<file path="config.mk">
export PLATFORM = sky130hd
export DESIGN_NAME = blake_host_ctrl
export DESIGN_NICKNAME = d
export VERILOG_FILES = /design/src/rtl/blake_host_ctrl.sv
export SDC_FILE = /design/constraint.sdc
export NUM_CORES = 1
export LEC_CHECK = 0
export ABC_AREA = 1
export BUFFER_PORTS_ARGS = -buffer_cell sky130_fd_sc_hd__buf_4
export CORE_MARGIN = 3
export CORE_UTILIZATION = 57
export DETAILED_ROUTE_END_ITERATION = 10
export PLACE_DENSITY_LB_ADDON = 0.25
export SYNTH_ARGS = -nofsm -noshare
export SYNTH_HDL_FRONTEND = slang
export SYNTH_SLANG_ARGS = --single-unit
</file>
<file path="constraint.sdc">
create_clock -name clk -period 3.6 [get_ports clk]
set_input_delay 0.54 -clock clk [delete_from_list [all_inputs] [get_ports clk]]
set_output_delay 0.54 -clock clk [all_outputs]
set_load 0.01 [all_outputs]
</file>
<file path="src/rtl/blake_host_ctrl.sv">
// Host-side sequencer for a BLAKE-style hash core: streams message words into
// the core one at a time, then pulls digest words back out through a valid/ready port.
module blake_host_ctrl #(
  parameter int BLOCK_WORDS = 32,
  parameter int DIG_WORDS   = 16,
  parameter int TIMEOUT     = 255
) (
  input  logic        clk,
  input  logic        rst_n,
  input  logic        start,
  input  logic        abort,
  input  logic        msg_valid,
  input  logic [15:0] msg_data,
  input  logic        msg_last,
  output logic        msg_ready,
  output logic        dig_valid,
  output logic [15:0] dig_data,
  input  logic        dig_ready,
  output logic        core_init,
  output logic        core_load,
  output logic        core_fetch,
  output logic [15:0] core_idata,
  input  logic        core_ack,
  input  logic [15:0] core_odata,
  output logic        busy,
  output logic        done,
  output logic        err,
  output logic [1:0]  err_code,
  output logic [15:0] block_cnt
);

  localparam int WCW = (BLOCK_WORDS > 1) ? $clog2(BLOCK_WORDS) : 1;
  localparam int DCW = $clog2(DIG_WORDS + 1);
  localparam logic [WCW-1:0] LAST_POS = WCW'(BLOCK_WORDS - 1);
  localparam logic [DCW-1:0] DIG_LAST = DCW'(DIG_WORDS);
  localparam logic [7:0]     WAIT_MAX = 8'(TIMEOUT - 1);

  typedef enum logic [2:0] {S_IDLE, S_INIT, S_LOAD, S_FETCH, S_ERR} state_t;

  state_t           r_state, w_next_state;
  logic             r_hold_full, r_hold_last;
  logic [15:0]      r_hold_data;
  logic [WCW-1:0]   r_word_cnt;
  logic [15:0]      r_block_cnt;
  logic [DCW-1:0]   r_fetch_cnt;
  logic             r_dig_valid;
  logic [15:0]      r_dig_data;
  logic [7:0]       r_wait_cnt;
  logic [1:0]       r_err_code;
  logic             r_done;

  logic w_core_init, w_core_load, w_core_fetch, w_msg_ready;
  logic w_capture, w_last_err, w_load_done, w_fetch_done, w_dig_take, w_job_done, w_timeout;

  // Strobes are decoded from registered state only, so they are mutually exclusive by construction.
  assign w_core_init  = (r_state == S_INIT);
  assign w_core_load  = (r_state == S_LOAD) && r_hold_full;
  assign w_core_fetch = (r_state == S_FETCH) && !r_dig_valid && (r_fetch_cnt != DIG_LAST);
  assign w_msg_ready  = (r_state == S_LOAD) && !r_hold_full;
  assign w_capture    = msg_valid && w_msg_ready;
  assign w_last_err   = w_capture && msg_last && (r_word_cnt != LAST_POS);
  assign w_load_done  = w_core_load && core_ack;
  assign w_fetch_done = w_core_fetch && core_ack;
  assign w_dig_take   = r_dig_valid && dig_ready;
  assign w_job_done   = (r_state == S_FETCH) && w_dig_take && (r_fetch_cnt == DIG_LAST);
  assign w_timeout    = (w_core_load || w_core_fetch) && !core_ack && (r_wait_cnt == WAIT_MAX);

  always_ff @(posedge clk or negedge rst_n) begin
    if (!rst_n) r_state <= S_IDLE;
    else        r_state <= w_next_state;
  end

  always_comb begin
    w_next_state = r_state;
    case (r_state)
      S_IDLE:  if (start) w_next_state = S_INIT;
      S_INIT:  w_next_state = S_LOAD;
      S_LOAD: begin
        if (w_last_err || w_timeout)         w_next_state = S_ERR;
        else if (w_load_done && r_hold_last) w_next_state = S_FETCH;
      end
      S_FETCH: begin
        if (w_timeout)       w_next_state = S_ERR;
        else if (w_job_done) w_next_state = S_IDLE;
      end
      S_ERR:   w_next_state = S_ERR;
      default: w_next_state = S_IDLE;
    endcase
    if (abort) w_next_state = S_IDLE;
  end

  always_ff @(posedge clk or negedge rst_n) begin
    if (!rst_n) begin
      r_hold_full <= 1'b0;
      r_hold_last <= 1'b0;
      r_hold_data <= '0;
      r_word_cnt  <= '0;
      r_block_cnt <= '0;
      r_fetch_cnt <= '0;
      r_dig_valid <= 1'b0;
      r_dig_data  <= '0;
      r_wait_cnt  <= '0;
      r_err_code  <= '0;
      r_done      <= 1'b0;
    end else begin
      r_done <= !abort && w_job_done;
      if (abort) begin
        r_hold_full <= 1'b0;
        r_hold_last <= 1'b0;
        r_hold_data <= '0;
        r_word_cnt  <= '0;
        r_block_cnt <= '0;
        r_fetch_cnt <= '0;
        r_dig_valid <= 1'b0;
        r_dig_data  <= '0;
        r_wait_cnt  <= '0;
        r_err_code  <= '0;
      end else begin
        if ((r_state == S_IDLE) && start) begin
          r_hold_full <= 1'b0;
          r_word_cnt  <= '0;
          r_block_cnt <= '0;
          r_fetch_cnt <= '0;
          r_dig_valid <= 1'b0;
          r_wait_cnt  <= '0;
          r_err_code  <= '0;
        end
        // A premature last word is dropped rather than forwarded to the core.
        if (w_capture && !w_last_err) begin
          r_hold_full <= 1'b1;
          r_hold_data <= msg_data;
          r_hold_last <= msg_last;
        end
        if (w_last_err) r_err_code <= 2'b01;
        if (w_load_done) begin
          r_hold_full <= 1'b0;
          if (r_word_cnt == LAST_POS) begin
            r_word_cnt  <= '0;
            r_block_cnt <= r_block_cnt + 16'd1;
          end else begin
            r_word_cnt  <= r_word_cnt + 1'b1;
          end
        end
        if (w_fetch_done) begin
          r_dig_data  <= core_odata;
          r_dig_valid <= 1'b1;
          r_fetch_cnt <= r_fetch_cnt + 1'b1;
        end
        if (w_dig_take) r_dig_valid <= 1'b0;
        if (w_core_load || w_core_fetch) r_wait_cnt <= core_ack ? 8'd0 : r_wait_cnt + 8'd1;
        if (w_timeout) r_err_code <= 2'b10;
      end
    end
  end

  assign core_init  = w_core_init;
  assign core_load  = w_core_load;
  assign core_fetch = w_core_fetch;
  assign core_idata = w_core_load ? r_hold_data : 16'd0;
  assign msg_ready  = w_msg_ready;
  assign dig_valid  = r_dig_valid;
  assign dig_data   = r_dig_data;
  assign busy       = (r_state != S_IDLE);
  assign done       = r_done;
  assign err        = (r_state == S_ERR);
  assign err_code   = r_err_code;
  assign block_cnt  = r_block_cnt;

endmodule

</file>
======== After elaboration in Yosys (flattened, before gate mapping) ========
Index checks and enable logic that the tools add are counted.
storage, ports and cells
  flip-flop bits (word level) ............. 75
  output and inout bits ................... 58
cells by class
  mux-type cells .......................... 39
  reductions and logical operators ........ 36
  equality and inequality tests ........... 12
  $add $sub $neg .......................... 4
operators by type and width
  kind                                                    count
  two-way mux 16 bit                                      9
  two-way mux 8 bit                                       4
  two-way mux 5 bit                                       6
  logical AND 1 bit                                       18
  two-way mux 3 bit                                       6
  adder 16 x 1 -> 16 bit (second input constant)          1
  case mux 3 bit (5 select lines)                         1
  nonzero test 3 bit                                      4
  nonzero test 4 bit                                      3
  adder 5 x 1 -> 5 bit (second input constant)            2
  == test 5 bit (second input constant)                   2
  inequality test 5 bit (second input constant)           2
  two-way mux 1 bit                                       9
  adder 8 x 1 -> 8 bit (second input constant)            1
  == test 8 bit (second input constant)                   1
  two-way mux 2 bit                                       4
  == test 3 x 2 -> 1 bit (second input constant)          2
  logical NOT 1 bit                                       5
  inequality test 4 x 2 -> 1 bit (second input constant)  1
  inequality test 4 bit (second input constant)           1
  nonzero test 2 bit                                      2
  == test 3 x 1 -> 1 bit (second input constant)          1
  == test 3 bit (second input constant)                   1
  logical NOT 3 bit                                       1
  other kinds (3)                                         4

======== Depth between registers and ports, before layout ========
  depth after elaboration ................. 10
  gate-level depth with buffers ........... 14
  depth with buffers taken out ............ 14

======== Worst setup path after synthesis ========
No wires, ideal clock.
  kind .................................... reg-to-reg
  start point ............................. register r_word_cnt[0]
  end point ............................... register r_hold_data[10]
  buffers on the path ..................... 1
  setup time .............................. 0.119 ns
  slack ................................... 1.759 ns
  clock period less this slack ............ 1.841 ns
  arrival time ............................ 1.722 ns
  stages on the path, launching flop included .. 12
  path through ............................ dfrtp_1 > ha_1 > nand2_1 > nor2_1 > ha_1 > inv_1 > nand4_2 > nand3_2 > nand2_4 > clkbuf_8 > nand3_1 > o21ai_2
on the way
  cells in the longest elaborated chain, start to end .. 5
ends and longest elaborated chain
  element                       RTL line  text
  start: declaration            43        logic [WCW-1:0] r_word_cnt;
  start signal: assignment      141       r_word_cnt <= r_word_cnt + 1'b1;
  inequality test 5 bit         61        assign w_last_err = w_capture && msg_last && (r_word_cnt != LAST_POS);
  logical AND 1 bit             61
  logical NOT 1 bit             129       if (w_capture && !w_last_err) begin
  logical AND 1 bit             129
  nonzero test 2 bit (no line)  --
  end signal: assignment        131       r_hold_data <= msg_data;
  end: declaration              42        logic [15:0] r_hold_data;
No other way between the ends.
A chain may end at the register's enable or synchronous reset.

======== Worst setup path after layout ========
  start point ............................. register r_word_cnt[0]
  end point ............................... register r_hold_data[12]
The elaborated chain is that of the path after synthesis.

==> out/metrics.cfg <==
[run_status]
status = finished clean

[drt]
ant_nets = 0
avgViaCountPerCell = 5.49
routed-via-count = 3357
firstDrtPassIters = 5
drt_iter0_markers = 257
drc = 0
routed_wl_um = 9070
wl_per_cell_um = 14.8

[logic_synthesis]
seq_area_frac_synth = 0.484
synth.cell_area_um2 = 3880
yosys_warnings = 0
synthCells = 432
ys.flop_type = dfrtp_1
synth_nets = 479
async_reset_ff_frac = 1.00
synth-edff-count = 0
yosysUniqueCellTypes = 41
synth_seq_cells = 75
syn_area_per_cell_um2 = 8.98

[worst_setup_path]
cp_slowest_cell = dfrtp_1
reg2reg_slack_ns = 1.36
worst_ep_required_time_ns = 3.82
critPathLaunch = r_word_cnt[0]
cp-start-kind = flip-flop
r2r-start = r_word_cnt[0]
cp_top_family = simple AND/OR/NAND/NOR gates
worstSetupPathType = reg -> reg
cpPeakStageDelay_ns = 0.40
cp.buffers_inverters = 1
path_max_fanout = 33
cp_cell_sequence = ha_1 > nand2_1 > nor2_1 > ha_1 > inv_1 > nand4_2 > nand3_2 > nand2_4 > nand3_1 > o21ai_2
critPathCaptureType = flip-flop
crit_arrival_ns = 2.47
cp_common_cell = ha_1

[final_layout]
final_common_cell = buf_4
drive_gt1_frac = 0.307
mostFrequentLayoutCells = 97 x buf_4, 75 x dfrtp_1, 62 x nand2_1
syn2layout_area_growth_pct = 25.3
diodes = 0
fin_nets = 577

[timing]
worst_slack_ns = 1.36
finalHoldViolCount = 0
fin_skew_ns = 0.00877
setup_viol = 0
fin_crit_sh = 0.623
fin_crit_ns = 2.24
relSlewSlack = 0.376
rsz0062_at_grt = false
drv_slew = 0
setup_tns_ns = 0
clock.fmax_mhz = 446
worst_pin_slew_ns = 0.936

[clock_network]
post_cts_buffers = 0
postCtsHoldBufs = 0
ctsResizeCount = 0
cts.sinks = 75
root_buffer = clkbuf_8
cts-htree-levels = 3
clockBufferDepth = 2
cts_buffers = 9
clk_pin_slew_ns = 0.07
insertion_delay_ns = 0.35
cts_tree = done

[global_route]
grt_first_pass_wirelength_um = 14600
grt_pass1_vias = 3153
track_usage = 0.238
grt_remaining_overflow = 0
grt_antenna_before_repair = 0
grt_max_degree = 76

[floorplanning]
die_h_um = 88.5
die_w_um = 88.5
pin_count = 98
initial_core_util = 0.600
dieArea_um2 = 7830
fp-row-count = 29
coreArea_um2 = 6460

[power]
p_seq_frac = 0.429
sw_frac_of_total = 0.297
ir_drop_uv = 355
p_leak_uw = 0.00249
clkPwrFrac = 0.357
intPower_uw = 1520
p_sw_uw = 644
combPwrFrac = 0.213
power.density_nw_per_um2 = 446

[placed_design]
io_buffers = 97
gp_congestion = 0.824
pre_cts_ws_ns = 1.45
dp_hpwl_um = 6420

[worst_hold_path]
hp-class = in -> async

[flow_run]
drv_cap = 0

cell families after synthesis:
| group | share of synthesized area |
|---|---|
| simple gates | 0.262 |
| compound gates | 0.134 |
| buf+inv | 0.0842 |
| flops | 0.484 |
| fa+ha+maj | 0.0226 |
| xor+xnor | 0.0136 |
through the flow:
step | cells | utilization | cell area, um2 | hold slack, ns | power [uW]
floorplan | 432 | - | 3880 | 0.244 | 1250
global route | 612 | 0.752 | 4860 | 0.391 | 2260
CTS | 612 | 0.752 | 4860 | 0.359 | 2180
finish | 612 | 0.752 | 4860 | 0.331 | 2170
detailed placement | 596 | 0.715 | 4620 | 0.483 | 1400
global placement | 596 | 0.715 | 4620 | 0.486 | 1390
per-layer routing:
| layer | track usage | up-vias | routed length [um] |
|---|---|---|---|
| met5 | 0 | - | 0 |
| met4 | 0.0975 | 0 | 102 |
| met3 | 0.0400 | 11 | 549 |
| met2 | 0.390 | 112 | 4610 |
| met1 | 0.316 | 1608 | 3800 |
| li1 | - | 1626 | - |
worst paths after layout:
path | end | cells past startpoint
min | r_wait_cnt[4] | 1
min in group clk | dig_data[0] | 2
max | r_hold_data[12] | 10
max in group asynchronous | r_hold_full | 1
min reg2reg | dig_data[13] | 1
max reg2reg | r_hold_data[12] | 10
sequential cells by signal, indices dropped and copies added, names as in the netlist, 2 cells and up:
signal / count
block_cnt: 16
dig_data: 16
err_code: 2
r_fetch_cnt: 5
r_hold_data: 16
r_state: 3
r_wait_cnt: 8
r_word_cnt: 5
Yosys cell counts (2+ instances only):
cell type | count | area, um2
o21ai_0 | 22 | 110
nor2_1 | 45 | 169
nand3_2 | 5 | 50.1
o22ai_1 | 4 | 25.0
nand4_1 | 3 | 18.8
nand2_1 | 62 | 233
clkbuf_1 | 2 | 7.51
inv_2 | 9 | 33.8
nand2_4 | 8 | 90.1
nand2_2 | 2 | 12.5
a21oi_1 | 10 | 50.1
a22o_1 | 17 | 149
buf_6 | 4 | 45.0
ha_1 | 7 | 87.6
clkinv_2 | 2 | 10.0
o21ai_1 | 4 | 20.0
nor3_1 | 11 | 55.1
nand3_1 | 43 | 215
xor2_1 | 5 | 43.8
nor2_4 | 5 | 56.3
dfrtp_1 | 75 | 1880
o21ai_2 | 14 | 123
o21bai_1 | 2 | 15.0
buf_2 | 2 | 10.0
inv_1 | 53 | 199
power groups by stage:
stage | Combinational (uW) | Clock (uW) | Sequential (uW)
after floorplan | 304 | 0 | 947
after global placement | 445 | 0 | 945
after detailed placement | 458 | 0 | 947
after CTS | 461 | 786 | 930
after global routing | 505 | 823 | 936
final | 462 | 774 | 931
final cells by class:
class / instances / area (um2)
Sequential cell: 75 / 1880
Multi-Input combinational cell: 283 / 1670
Fill cell: 498 / 1600
Timing Repair Buffer: 97 / 728
Inverter: 64 / 243
Clock buffer: 10 / 128
Clock inverter: 6 / 114
Tap cell: 77 / 96.3
Power figures use the tool's default switching activity.
